==> config.mk <==
export PLATFORM = sky130hd
export DESIGN_NAME = inv_mixcolumn_iter_128
export DESIGN_NICKNAME = d
export VERILOG_FILES = /design/src/rtl/inv_mixcolumn_iter_128.sv
export SDC_FILE = /design/constraint.sdc
export NUM_CORES = 1
export LEC_CHECK = 0
export CORE_ASPECT_RATIO = 1.4
export CORE_MARGIN = 2
export CORE_UTILIZATION = 41
export DETAILED_ROUTE_END_ITERATION = 10
export PLACE_DENSITY = 0.79
export REMOVE_ABC_BUFFERS = 1
export SLEW_MARGIN = 25
export SYNTH_ARGS = -nofsm -noshare
export SYNTH_HDL_FRONTEND = slang
export SYNTH_SLANG_ARGS = --single-unit
==> constraint.sdc <==
create_clock -name clk -period 4.7 [get_ports clk]
set_input_delay 1.41 -clock clk [delete_from_list [all_inputs] [get_ports clk]]
set_output_delay 1.41 -clock clk [all_outputs]
set_load 0.005 [all_outputs]
==> src/rtl/inv_mixcolumn_iter_128.sv <==
// Purpose     : AES InvMixColumns over a 128-bit state, COLS_PER_CYCLE columns per clock.
// Latency     : out_valid rises 4/COLS_PER_CYCLE edges after the accepting edge.
// Backpressure: one state in flight; in_ready only in IDLE, result held until out_ready.
//
// Ports:
//   clk, rst_n            rising-edge clock, asynchronous active-low reset
//   in_valid/in_ready     input handshake; in_data sampled on the accepting edge
//   in_data [127:0]       state, column c = bits [127-32c -: 32], row 0 byte = column MSB
//   out_valid/out_ready   output handshake; out_data stable while stalled
//   out_data [127:0]      InvMixColumns(in_data), same layout; holds last result in IDLE
//   busy                  high while columns are being transformed
//
// COLS_PER_CYCLE must be 1, 2 or 4 so that the column index lands exactly on 4.

module inv_mixcolumn_iter_128 #(
  parameter int COLS_PER_CYCLE = 1
) (
  input  logic         clk,
  input  logic         rst_n,
  input  logic         in_valid,
  output logic         in_ready,
  input  logic [127:0] in_data,
  output logic         out_valid,
  input  logic         out_ready,
  output logic [127:0] out_data,
  output logic         busy
);

  localparam logic [1:0] IDLE = 2'd0;
  localparam logic [1:0] BUSY = 2'd1;
  localparam logic [1:0] DONE = 2'd2;

  // Column step, one bit wider than the index so that the final step shows up as
  // a carry into bit 2 (idx + N == 4) regardless of N.
  localparam logic [2:0] COL_STEP = 3'(COLS_PER_CYCLE);

  logic [1:0]   state_q;
  logic [1:0]   idx_q;
  logic [127:0] data_q;

  logic [31:0]  col_cur [4];
  logic [31:0]  col_nxt [4];
  logic [127:0] data_nxt;
  logic [1:0]   sel;
  logic [2:0]   idx_sum;
  logic         last_step;

  // ---------------------------------------------------------------------------
  // GF(2^8) arithmetic, reduction polynomial 0x11B. Every constant multiply is
  // an XOR of the x1/x2/x4/x8 terms produced by an xtime chain.
  // ---------------------------------------------------------------------------
  function automatic logic [7:0] xtime(input logic [7:0] b);
    return {b[6:0], 1'b0} ^ (8'h1b & {8{b[7]}});
  endfunction

  function automatic logic [7:0] mul09(input logic [7:0] b);
    logic [7:0] x8;
    x8 = xtime(xtime(xtime(b)));
    return x8 ^ b;
  endfunction

  function automatic logic [7:0] mul0b(input logic [7:0] b);
    logic [7:0] x2;
    logic [7:0] x8;
    x2 = xtime(b);
    x8 = xtime(xtime(x2));
    return x8 ^ x2 ^ b;
  endfunction

  function automatic logic [7:0] mul0d(input logic [7:0] b);
    logic [7:0] x4;
    logic [7:0] x8;
    x4 = xtime(xtime(b));
    x8 = xtime(x4);
    return x8 ^ x4 ^ b;
  endfunction

  function automatic logic [7:0] mul0e(input logic [7:0] b);
    logic [7:0] x2;
    logic [7:0] x4;
    logic [7:0] x8;
    x2 = xtime(b);
    x4 = xtime(x2);
    x8 = xtime(x4);
    return x8 ^ x4 ^ x2;
  endfunction

  // One column: bytes a (MSB) .. d (LSB) through the circulant {0e,0b,0d,09}.
  function automatic logic [31:0] inv_column(input logic [31:0] col);
    logic [7:0] a;
    logic [7:0] b;
    logic [7:0] c;
    logic [7:0] d;
    logic [7:0] o0;
    logic [7:0] o1;
    logic [7:0] o2;
    logic [7:0] o3;
    a  = col[31:24];
    b  = col[23:16];
    c  = col[15:8];
    d  = col[7:0];
    o0 = mul0e(a) ^ mul0b(b) ^ mul0d(c) ^ mul09(d);
    o1 = mul09(a) ^ mul0e(b) ^ mul0b(c) ^ mul0d(d);
    o2 = mul0d(a) ^ mul09(b) ^ mul0e(c) ^ mul0b(d);
    o3 = mul0b(a) ^ mul0d(b) ^ mul09(c) ^ mul0e(d);
    return {o0, o1, o2, o3};
  endfunction

  // ---------------------------------------------------------------------------
  // Datapath: split the register into columns, rewrite the N columns starting
  // at idx_q, and repack. Columns outside the window pass through unchanged.
  // ---------------------------------------------------------------------------
  always_comb begin
    for (int c = 0; c < 4; c++) begin
      col_cur[c] = data_q[127 - 32*c -: 32];
    end
  end

  always_comb begin
    sel = idx_q;
    for (int c = 0; c < 4; c++) begin
      col_nxt[c] = col_cur[c];
    end
    for (int k = 0; k < COLS_PER_CYCLE; k++) begin
      sel          = idx_q + 2'(k);
      col_nxt[sel] = inv_column(col_cur[sel]);
    end
  end

  always_comb begin
    data_nxt = '0;
    for (int c = 0; c < 4; c++) begin
      data_nxt[127 - 32*c -: 32] = col_nxt[c];
    end
  end

  // idx_q only ever holds multiples of N, so the step that processes column 3
  // is exactly the one whose sum reaches 4; the 2-bit index then wraps to 0.
  assign idx_sum   = {1'b0, idx_q} + COL_STEP;
  assign last_step = idx_sum[2];

  // ---------------------------------------------------------------------------
  // Control
  // ---------------------------------------------------------------------------
  always_ff @(posedge clk or negedge rst_n) begin
    if (!rst_n) begin
      state_q <= IDLE;
      idx_q   <= 2'd0;
      data_q  <= '0;
    end else begin
      case (state_q)
        IDLE: begin
          if (in_valid) begin
            data_q  <= in_data;
            idx_q   <= 2'd0;
            state_q <= BUSY;
          end
        end
        BUSY: begin
          data_q <= data_nxt;
          idx_q  <= idx_sum[1:0];
          if (last_step) begin
            state_q <= DONE;
          end
        end
        DONE: begin
          if (out_ready) begin
            state_q <= IDLE;
          end
        end
        default: begin
          state_q <= IDLE;
          idx_q   <= 2'd0;
        end
      endcase
    end
  end

  // Outputs decode straight from registered state so reset reaches them at once.
  assign in_ready  = (state_q == IDLE);
  assign busy      = (state_q == BUSY);
  assign out_valid = (state_q == DONE);
  assign out_data  = data_q;

endmodule
==> results.yml, run 1 <==
floorplan:
  pin_count: 263
  initial_core_util: 0.417
  die_h_um: 177
  die_w_um: 128
  die-area_um2: 22700
  num_rows: 63
  core_area_um2: 21100
synth:
  synth_top_area_share: 0.375
  synth_seq_area_share: 0.375
  synthDistinctLibCells: 29
  yosys.area.top_type: "dfrtp_1"
  synth_seq_cells: 132
  synth.cell_area_um2: 8810
  synth_area_leaders: "dfrtp_1 37%, xnor3_1 11%, mux4_2 8.2%"
  ys.warnings.count: 0
  syn_avg_cell_area_um2: 11.7
  synthesis.instances: 754
timing:
  fin_crit_sh: 0.749
  rsz0062_at_grt: "false"
  hold_viol: 0
  slew_headroom: 0.419
  worstMarginPinSlew_ns: 0.872
  drv_slew: 0
  min_period_ns: 3.52
  setup_tns_ns: 0
  fin_skew_ns: 0.0119
  max_freq_ghz: 0.284
  setup_ws_ns: 1.18
  setup_viol: 0
global_route:
  grt_overflow: 0
  antenna_found_initial: 0
  grt_first_pass_wirelength_um: 45100
  grt_max_degree: 105
  grt_util_all_layers: 0.264
  grt_pass1_vias: 7745
placed_design:
  io_buffer_count: 262
  pre_cts_slack_ns: 1.12
  gp_congestion: 0.929
  hpwl_um: 21900
  dp_cells: 1228
worst_setup_path:
  reg2reg_from: "idx_q[0]$_DFFE_PN0P_"
  r2r-end: "out_data[51]$_DFFE_PN0P_"
  arrival_ns: 3.82
  crit_path_max_fanout: 17
  worstSetupStartpointType: "flop"
  critical_path_class: "reg -> reg"
  reg2reg_slack_ns: 1.18
  end_kind: "flop"
  reg2reg_depth: 6
  required_ns: 5.00
hold_path:
  hold_end: "out_data[65]$_DFFE_PN0P_"
  holdCritStartpoint: "out_data[65]$_DFFE_PN0P_"
  hold_path_class: "reg -> reg"
  holdPathStages: 2
detailed_routing:
  route.vias.total: 7341
  routed_wl_um: 29700
  dr.pass1.iters: 5
  wl_per_cell_um: 23.5
  avgViaCountPerCell: 5.83
  drc: 0
  final_antenna_net_count: 0
  drtIter0Drc: 415
layout:
  layout.nets: 1123
  area_growth_pct: 38.9
  layout-drive-gt1-share: 0.102
  post-route-util: 0.579
  n_antenna_cell: 0
  final-instance-count-excl-fill: 1260
cts:
  clock-root-buffer: "clkbuf_16"
  cts-resized-gates: 0
  path_clk_slew_ns: 0.06
  cts_setup_buffers: 0
  cts_tree: "done"
  clkLatencyLatePin_ns: 0.43
  cts_sinks: 132
  ctsHoldBuffers: 0
  cts_made_buffers: 17
  htree_levels: 4
  ctsLongestPathBuffers: 2
outcome:
  status: "finished clean"
job:
  cap_violations: 0
==> sequential cells by signal (all words and copies together) (netlist names) <==
name      flops
idx_q         2
state_q       2
out_data    128
==> worst max-delay path: stages, from the launching register on <==
cell	delay (ns)
dfrtp_2	0.78
mux4_2	0.71
xnor2_1	0.49
xnor3_1	0.56
xnor3_2	0.29
xnor2_1	0.40
o21ai_1	0.13
==> cell usage after synthesis (all sizes together) <==
cell	n
a21o	4
o21ai	130
nand2b	2
o21a	48
a22oi	56
inv	5
mux4	32
a2bb2oi	24
a21oi	52
buf	19
ha	4
xnor2	78
xnor3	48
clkbuf	47
xor2	25
nand2	35
dfrtp	132
xor3	8
a32o	1
nor2	3
o22ai	1
==> per-layer routing <==
layer	GRT usage	up-vias	wire, um
li1	-	3247	-
met1	0.314	3669	11200
met2	0.473	346	15700
met3	0.0335	79	1500
met4	0.121	0	1230
met5	0	-	0
==> through the flow <==
step	instance area [um2]	hold WS, ns
finish	12200	0.503
global route	12200	0.545
CTS	12200	0.509
detailed placement	11600	0.499
global placement	11600	0.483
floorplan	8500	0.490
==> kinds of logic (layout without fill, tap and decap cells) <==
family / after synthesis / in the layout / share of synthesized area
buf+inv: 71 / 317 / 0.0372
xor+xnor: 159 / 159 / 0.262
flops: 132 / 132 / 0.375
fa+ha+maj: 4 / 4 / 0.00568
compound gates: 316 / 316 / 0.221
mux: 32 / 32 / 0.0818
simple gates: 40 / 40 / 0.0176
==> layout by cell type, fill, tap and decap left out, types with 2 or more instances in the layout <==
| cell type | netlist | final |
|---|---|---|
| clkinvlp_4 | 0 | 2 |
| buf_4 | 3 | 17 |
| a2bb2oi_1 | 24 | 24 |
| xnor3_1 | 44 | 44 |
| nand2_1 | 35 | 35 |
| o21ai_1 | 27 | 27 |
| xor2_2 | 3 | 3 |
| xnor2_1 | 67 | 67 |
| clkbuf_8 | 0 | 4 |
| xor3_1 | 8 | 8 |
| ha_1 | 4 | 4 |
| xnor2_4 | 2 | 2 |
| clkbuf_1 | 47 | 3 |
| xnor2_2 | 9 | 9 |
| a21o_1 | 4 | 3 |
| clkbuf_16 | 0 | 17 |
| a21oi_1 | 52 | 52 |
| dfrtp_1 | 132 | 131 |
| xor2_1 | 22 | 22 |
| a22oi_1 | 56 | 56 |
| o21a_1 | 48 | 48 |
| inv_1 | 5 | 5 |
| o21ai_0 | 103 | 103 |
| clkdlybuf4s50_1 | 0 | 261 |
| clkinv_2 | 0 | 3 |
| bufinv_16 | 0 | 4 |
| mux4_2 | 32 | 32 |
| xnor3_2 | 4 | 4 |
| nor2_1 | 3 | 2 |
==> worst max path at each step <==
stage | endpoint | depth (start not counted) | startpoint | slack [ns]
6_report | out_data[51]$_DFFE_PN0P_ | 6 | idx_q[0]$_DFFE_PN0P_ | 1.18
5_1_grt | out_data[68]$_DFFE_PN0P_ | 7 | idx_q[0]$_DFFE_PN0P_ | 0.96
4_1_cts | out_data[100]$_DFFE_PN0P_ | 7 | idx_q[0]$_DFFE_PN0P_ | 1.11
3_5_place_dp | out_data[100]$_DFFE_PN0P_ | 7 | idx_q[0]$_DFFE_PN0P_ | 1.12
3_3_place_gp | out_data[44]$_DFFE_PN0P_ | 6 | in_valid | 1.18
2_1_floorplan | out_data[83]$_DFFE_PN0P_ | 6 | idx_q[0]$_DFFE_PN0P_ | -0.0003
==> cell type report <==
class,instances,area [um2]
inverters,5,18.8
clock buffers,23,478
clock inverters,9,150
multi-input cells,551,5190
repair buffers,280,2770
fillers,1726,8880
well taps,260,325
flip-flops and latches,132,3300
Power of run 1 is left out: the tool's default activity adds up to more than one toggle a clock period on the data nets, which glitch-free logic cannot reach.
==> run 2: changes to the inputs <==
==> constraint.sdc (replaced) <==
create_clock -name clk -period 3.6 [get_ports clk]
set_input_delay 1.08 -clock clk [delete_from_list [all_inputs] [get_ports clk]]
set_output_delay 1.08 -clock clk [all_outputs]
set_load 0.005 [all_outputs]
==> run 2 against run 1 <==
  * Flip-flop and latch count did not move
  * Register-to-register slack got worse by 0.82 ns
  * Critical path type unchanged
  * Clock skew fell by 0.00096 ns
  * Highest routed layer unchanged
  * Largest cell class unchanged
  * Critical path depth rose by 1
  * Die area did not move
==> results.yml, run 2 (synthesized netlist as in run 1, its figures left out) <==
placed_design:
  hpwl_um: 23000
  io_buffer_count: 262
  gp_congestion: 1.03
worst_setup_path:
  path_buf_inv: 1
  crit_path_max_fanout: 21
  critical_path_class: "reg -> reg"
  worstSetupStartpointType: "flop"
  max_stage_delay_ns: 0.73
  arrival_ns: 3.57
  cpMaxStageDelayCell: "mux4_2"
  end_kind: "flop"
  required_ns: 3.93
  cp_top_family: "XOR/XNOR gates"
  crit_chain: "buf_12 > mux4_2 > xnor2_4 > xnor2_1 > xnor3_1 > a2bb2oi_1 > o21ai_0"
timing:
  drv_slew: 0
  fin_crit_sh: 0.899
  min_period_ns: 3.24
  fin_skew_ns: 0.0109
  slew_headroom: 0.451
  max_freq_ghz: 0.309
  hold_viol: 0
  worstMarginPinSlew_ns: 0.822
  rsz0062_at_grt: "false"
  setup_viol: 0
global_route:
  grt_max_degree: 74
  antenna_found_initial: 0
  grt_pass1_vias: 7935
  grt_first_pass_wirelength_um: 46500
  grt_overflow: 0
  grt_util_all_layers: 0.275
floorplan:
  core_area_um2: 21100
  pin_count: 263
  initial_core_util: 0.417
  die_h_um: 177
  num_rows: 63
  die-area_um2: 22700
  die_w_um: 128
cts:
  clkLatencyLatePin_ns: 0.43
  path_clk_slew_ns: 0.06
  ctsLongestPathBuffers: 2
  htree_levels: 4
  cts_setup_buffers: 0
  cts_tree: "done"
  ctsHoldBuffers: 0
  clock-root-buffer: "clkbuf_16"
  cts-resized-gates: 0
  cts_sinks: 132
  cts_made_buffers: 17
detailed_routing:
  drc: 0
  dr.pass1.iters: 5
  routed_wl_um: 31200
  final_antenna_net_count: 0
  route.vias.total: 7585
  drtIter0Drc: 515
  avgViaCountPerCell: 5.96
  wl_per_cell_um: 24.5
layout:
  largest_register_ffs: 128
  n_antenna_cell: 0
  layout_commonest_cell: "clkdlybuf4s50_1"
  layout-drive-gt1-share: 0.114
  post-route-util: 0.586
  layout.nets: 1135
  area_growth_pct: 40.6
  layout_common_cells: "261 x clkdlybuf4s50_1, 131 x dfrtp_1, 103 x o21ai_0, 67 x xnor2_1, 56 x a22oi_1"
hold_path:
  hold_path_class: "reg -> reg"
outcome:
  status: "finished clean"
job:
  cap_violations: 0
run 2: changes by cell type in the layout (fill, tap and decap cells not counted), moves of 2 or more:
| cell | before | now |
|---|---|---|
| buf_12 | 1 | 5 |
| buf_4 | 17 | 25 |
| clkbuf_1 | 3 | 1 |
| clkbuf_8 | 4 | 2 |
| clkinv_4 | 0 | 3 |
run 2: final cells by class:
| cell class | instances | area, um2 |
|---|---|---|
| Clock buffer | 20 | 457 |
| Clock inverter | 12 | 178 |
| Fill cell | 1738 | 8740 |
| Inverter | 5 | 18.8 |
| Multi-Input combinational cell | 551 | 5190 |
| Sequential cell | 132 | 3300 |
| Tap cell | 260 | 325 |
| Timing Repair Buffer | 292 | 2910 |
run 2: worst min-delay path, delay by kind of cell (launching register included):
kind	cells	cell delay, ns
simple gates	1	0.05
flops	1	0.37
compound gates	1	0.06
run 2: final timing paths:
check	slack [ns]	start	depth (start not counted)	to
max reg2reg	0.36	idx_q[0]$_DFFE_PN0P_	7	out_data[127]$_DFFE_PN0P_
min	0.51	out_data[47]$_DFFE_PN0P_	2	out_data[47]$_DFFE_PN0P_
max in group asynchronous	2.11	rst_n	2	out_data[60]$_DFFE_PN0P_
max	0.36	idx_q[0]$_DFFE_PN0P_	7	out_data[127]$_DFFE_PN0P_
min in group asynchronous	0.64	rst_n	1	out_data[73]$_DFFE_PN0P_
min reg2reg	0.51	out_data[47]$_DFFE_PN0P_	2	out_data[47]$_DFFE_PN0P_
run 2: per-layer routing:
layer | share of wire | GRT usage
met4 | 0.040 | 0.134
met3 | 0.071 | 0.0500
met1 | 0.35 | 0.314
met5 | 0 | 0
met2 | 0.54 | 0.491
run 2: per-stage QoR:
stage                     cells  hold WS, ns  area (um2)  setup slack, ns  TNS (ns)
after global placement     1240        0.486       11800            0.403         0
after detailed placement   1240        0.500       11800            0.372         0
after floorplan             688        0.490        8500            -1.10    -66.72
after global routing       1272        0.539       12400            0.242         0
after CTS                  1272        0.515       12400            0.386         0
final                      1272        0.514       12400            0.362         0
Power of run 2 is left out for the same reason.
==> run 3: changes to the inputs <==
--- a/config.mk
+++ b/config.mk
@@ -5,11 +5,12 @@
 export SDC_FILE = /design/constraint.sdc
 export NUM_CORES = 1
 export LEC_CHECK = 0
+export ABC_AREA = 1
 export CORE_ASPECT_RATIO = 1.4
 export CORE_MARGIN = 2
 export CORE_UTILIZATION = 41
 export DETAILED_ROUTE_END_ITERATION = 10
-export PLACE_DENSITY = 0.79
+export PLACE_DENSITY = 0.76
 export REMOVE_ABC_BUFFERS = 1
 export SLEW_MARGIN = 25
 export SYNTH_ARGS = -nofsm -noshare
==> run 3 against run 2 <==
  * Critical path depth grew 10
  * Area after synthesis grew 28%
  * Clock-buffer cell count shrank 2
  * Design area grew 20%
  * Global-route usage grew 4.5 points
  * Worst hold slack gained 0.015 ns
==> results.yml, run 3 <==
worst_setup_path:
  path_buf_inv: 3
  max_stage_delay_ns: 0.43
  end_kind: "flop"
  worstSetupStartpointType: "flop"
  cp_top_family: "simple AND/OR/NAND/NOR gates"
  required_ns: 3.91
  cpMaxStageDelayCell: "dfrtp_2"
  arrival_ns: 3.47
  cpMostUsedCell: "nand2_1"
  critical_path_class: "reg -> reg"
  crit_chain: "inv_2 > buf_12 > nand2_1 > nand2_1 > nand2_1 > nand2_1 > nand2_1 > nand2_2 > nand2_1 > nand3_1 > nand2_2 > inv_2 > nand2_1 > nand3b_1 > nand3_1 > nand3_1 > a21oi_1"
  crit_path_max_fanout: 30
layout:
  layout_commonest_cell: "nand2_1"
  final_cell_area_um2: 14900
  post-route-util: 0.553
  n_antenna_cell: 0
  largest_register_ffs: 128
  layout.nets: 2133
  fillCellCount: 2606
  area_growth_pct: 32.2
  regArea_um2: 3310
  multi_input_area_um2: 7300
  layout_common_cells: "646 x nand2_1, 261 x clkdlybuf4s50_1, 255 x a21oi_1, 220 x nand3_1"
  layout-drive-gt1-share: 0.0726
synth:
  synth.cell_area_um2: 11300
  yosysMostFrequentCell: "nand2_1"
  postSynth.asyncResetShare: 1.00
  synthFlopType: "dfrtp_1"
  synthDistinctLibCells: 32
  synth-simple-area-share: 0.403
  synthAdderAreaFrac: 0.00444
  synth_xor_area_frac: 0.117
  synth_compound_area_frac: 0.122
  synthesis.instances: 1758
  synthTopCellsByCount: "646 x nand2_1, 255 x a21oi_1, 220 x nand3_1, 134 x nor2_1, 132 x dfrtp_1"
  ys.warnings.count: 0
  synth_top_family_by_area: "simple AND/OR/NAND/NOR gates"
  syn_avg_cell_area_um2: 6.41
  synth_area_leaders: "dfrtp_1 29%, nand2_1 22%, a21oi_1 11%"
  synth_mux_area_frac: 0
  yosys.area.top_type: "dfrtp_1"
  synth_edf_count: 0
  synth_top_area_share: 0.293
  synth_seq_cells: 132
  synth_seq_area_share: 0.293
detailed_routing:
  dr.pass1.iters: 8
  wl_per_cell_um: 19.4
  final_antenna_net_count: 0
  drc: 0
  route.vias.total: 13155
  drtIter0Drc: 1038
  avgViaCountPerCell: 5.54
  routed_wl_um: 46100
global_route:
  grt_pass1_vias: 12849
  grt_first_pass_wirelength_um: 70900
  antenna_found_initial: 0
  grt_overflow: 0
  grt_max_degree: 133
  grt_util_all_layers: 0.319
timing:
  setup_viol: 0
  fin_skew_ns: 0.00845
  rsz0062_at_grt: "false"
  setup_ws_ns: 0.446
  min_period_ns: 3.15
  drv_slew: 0
  hold_viol: 0
  worstMarginPinSlew_ns: 0.914
  slew_headroom: 0.387
  max_freq_ghz: 0.317
  fin_crit_sh: 0.876
cts:
  cts_made_buffers: 17
  clkLatencyLatePin_ns: 0.44
  htree_levels: 4
  cts_setup_buffers: 0
  ctsHoldBuffers: 0
  clock-root-buffer: "clkbuf_16"
  ctsLongestPathBuffers: 2
  cts_sinks: 132
  cts-resized-gates: 0
  cts_tree: "done"
  path_clk_slew_ns: 0.06
floorplan:
  initial_core_util: 0.418
  core_area_um2: 26900
  num_rows: 71
  pin_count: 263
  die-area_um2: 28800
  die_w_um: 144
  die_h_um: 200
placed_design:
  hpwl_um: 34900
  post_dp_cell_area_um2: 14300
  pre_cts_slack_ns: 0.554
  gp_congestion: 1.12
  io_buffer_count: 262
job:
  cap_violations: 0
outcome:
  status: "finished clean"
hold_path:
  hold_path_class: "reg -> reg"
[run 3: cell types whose count changed after synthesis, moves of 32 or more]
| cell | before | now |
|---|---|---|
| nand2_1 | 35 | 646 |
| nand3_1 | 0 | 220 |
| a21oi_1 | 52 | 255 |
| nor2_1 | 3 | 134 |
| o21ai_0 | 103 | 4 |
| inv_1 | 5 | 69 |
| a22oi_1 | 56 | 2 |
| xor2_1 | 22 | 74 |
| o21a_1 | 48 | 0 |
| xnor3_1 | 44 | 0 |
| nand2_2 | 0 | 34 |
| mux4_2 | 32 | 0 |
[run 3: worst reg2reg max path, stage by stage (launching register included)]
cell and delay, ns:
dfrtp_2 0.43, inv_2 0.32, buf_12 0.25, nand2_1 0.10
nand2_1 0.06, nand2_1 0.05, nand2_1 0.19, nand2_1 0.18
nand2_2 0.29, nand2_1 0.11, nand3_1 0.16, nand2_2 0.11
inv_2 0.08, nand2_1 0.07, nand3b_1 0.21, nand3_1 0.19
nand3_1 0.13, a21oi_1 0.10
[run 3: cell families (layout without fill, tap and decap cells)]
group,after synthesis,in the layout
xor gates and xnor gates,131,131
and+or+nand+nor,1068,1068
DFF,132,132
adders and majority gates,4,4
AOI/OAI and AO/OA,269,269
buffers and inverters,154,406
[run 3: cell type report]
class,count,area share
clock buffers,18,0.0288
clock inverters,14,0.0108
inverters,79,0.0200
multi-input cells,1472,0.490
flip-flops and latches,132,0.222
well taps,365,0.0307
repair buffers,295,0.198
[run 3: metrics by stage]
stage               hold WS [ns]  TNS (ns)  instances
floorplan                  0.475   -163.83       1683
global placement           0.508         0       2343
detailed placement         0.519         0       2343
CTS                        0.525         0       2375
global route               0.560         0       2375
finish                     0.529         0       2375
[run 3: path summary, 6_finish.rpt]
| check | from | endpoint | slack [ns] | depth (start not counted) |
|---|---|---|---|---|
| min in group asynchronous | rst_n | out_data[71]$_DFFE_PN0P_ | 0.73 | 2 |
| worst max register to register | idx_q[0]$_DFFE_PN0P_ | out_data[20]$_DFFE_PN0P_ | 0.45 | 17 |
| max in group asynchronous | rst_n | idx_q[1]$_DFFE_PN0P_ | 2.29 | 2 |
| worst max-delay path | idx_q[0]$_DFFE_PN0P_ | out_data[20]$_DFFE_PN0P_ | 0.45 | 17 |
| worst min register to register | state_q[0]$_DFFE_PN0P_ | state_q[1]$_DFFE_PN0P_ | 0.53 | 1 |
| worst min-delay path | state_q[0]$_DFFE_PN0P_ | state_q[1]$_DFFE_PN0P_ | 0.53 | 1 |
[run 3: metal layers]
metal  up-vias  share of wire  global-route usage
li1       6169              -                   -
met1      6151           0.37               0.382
met2       669           0.51               0.556
met3       166          0.069              0.0363
met4         0          0.052               0.166
met5         -              0                   0
Power of run 3 is left out for the same reason.
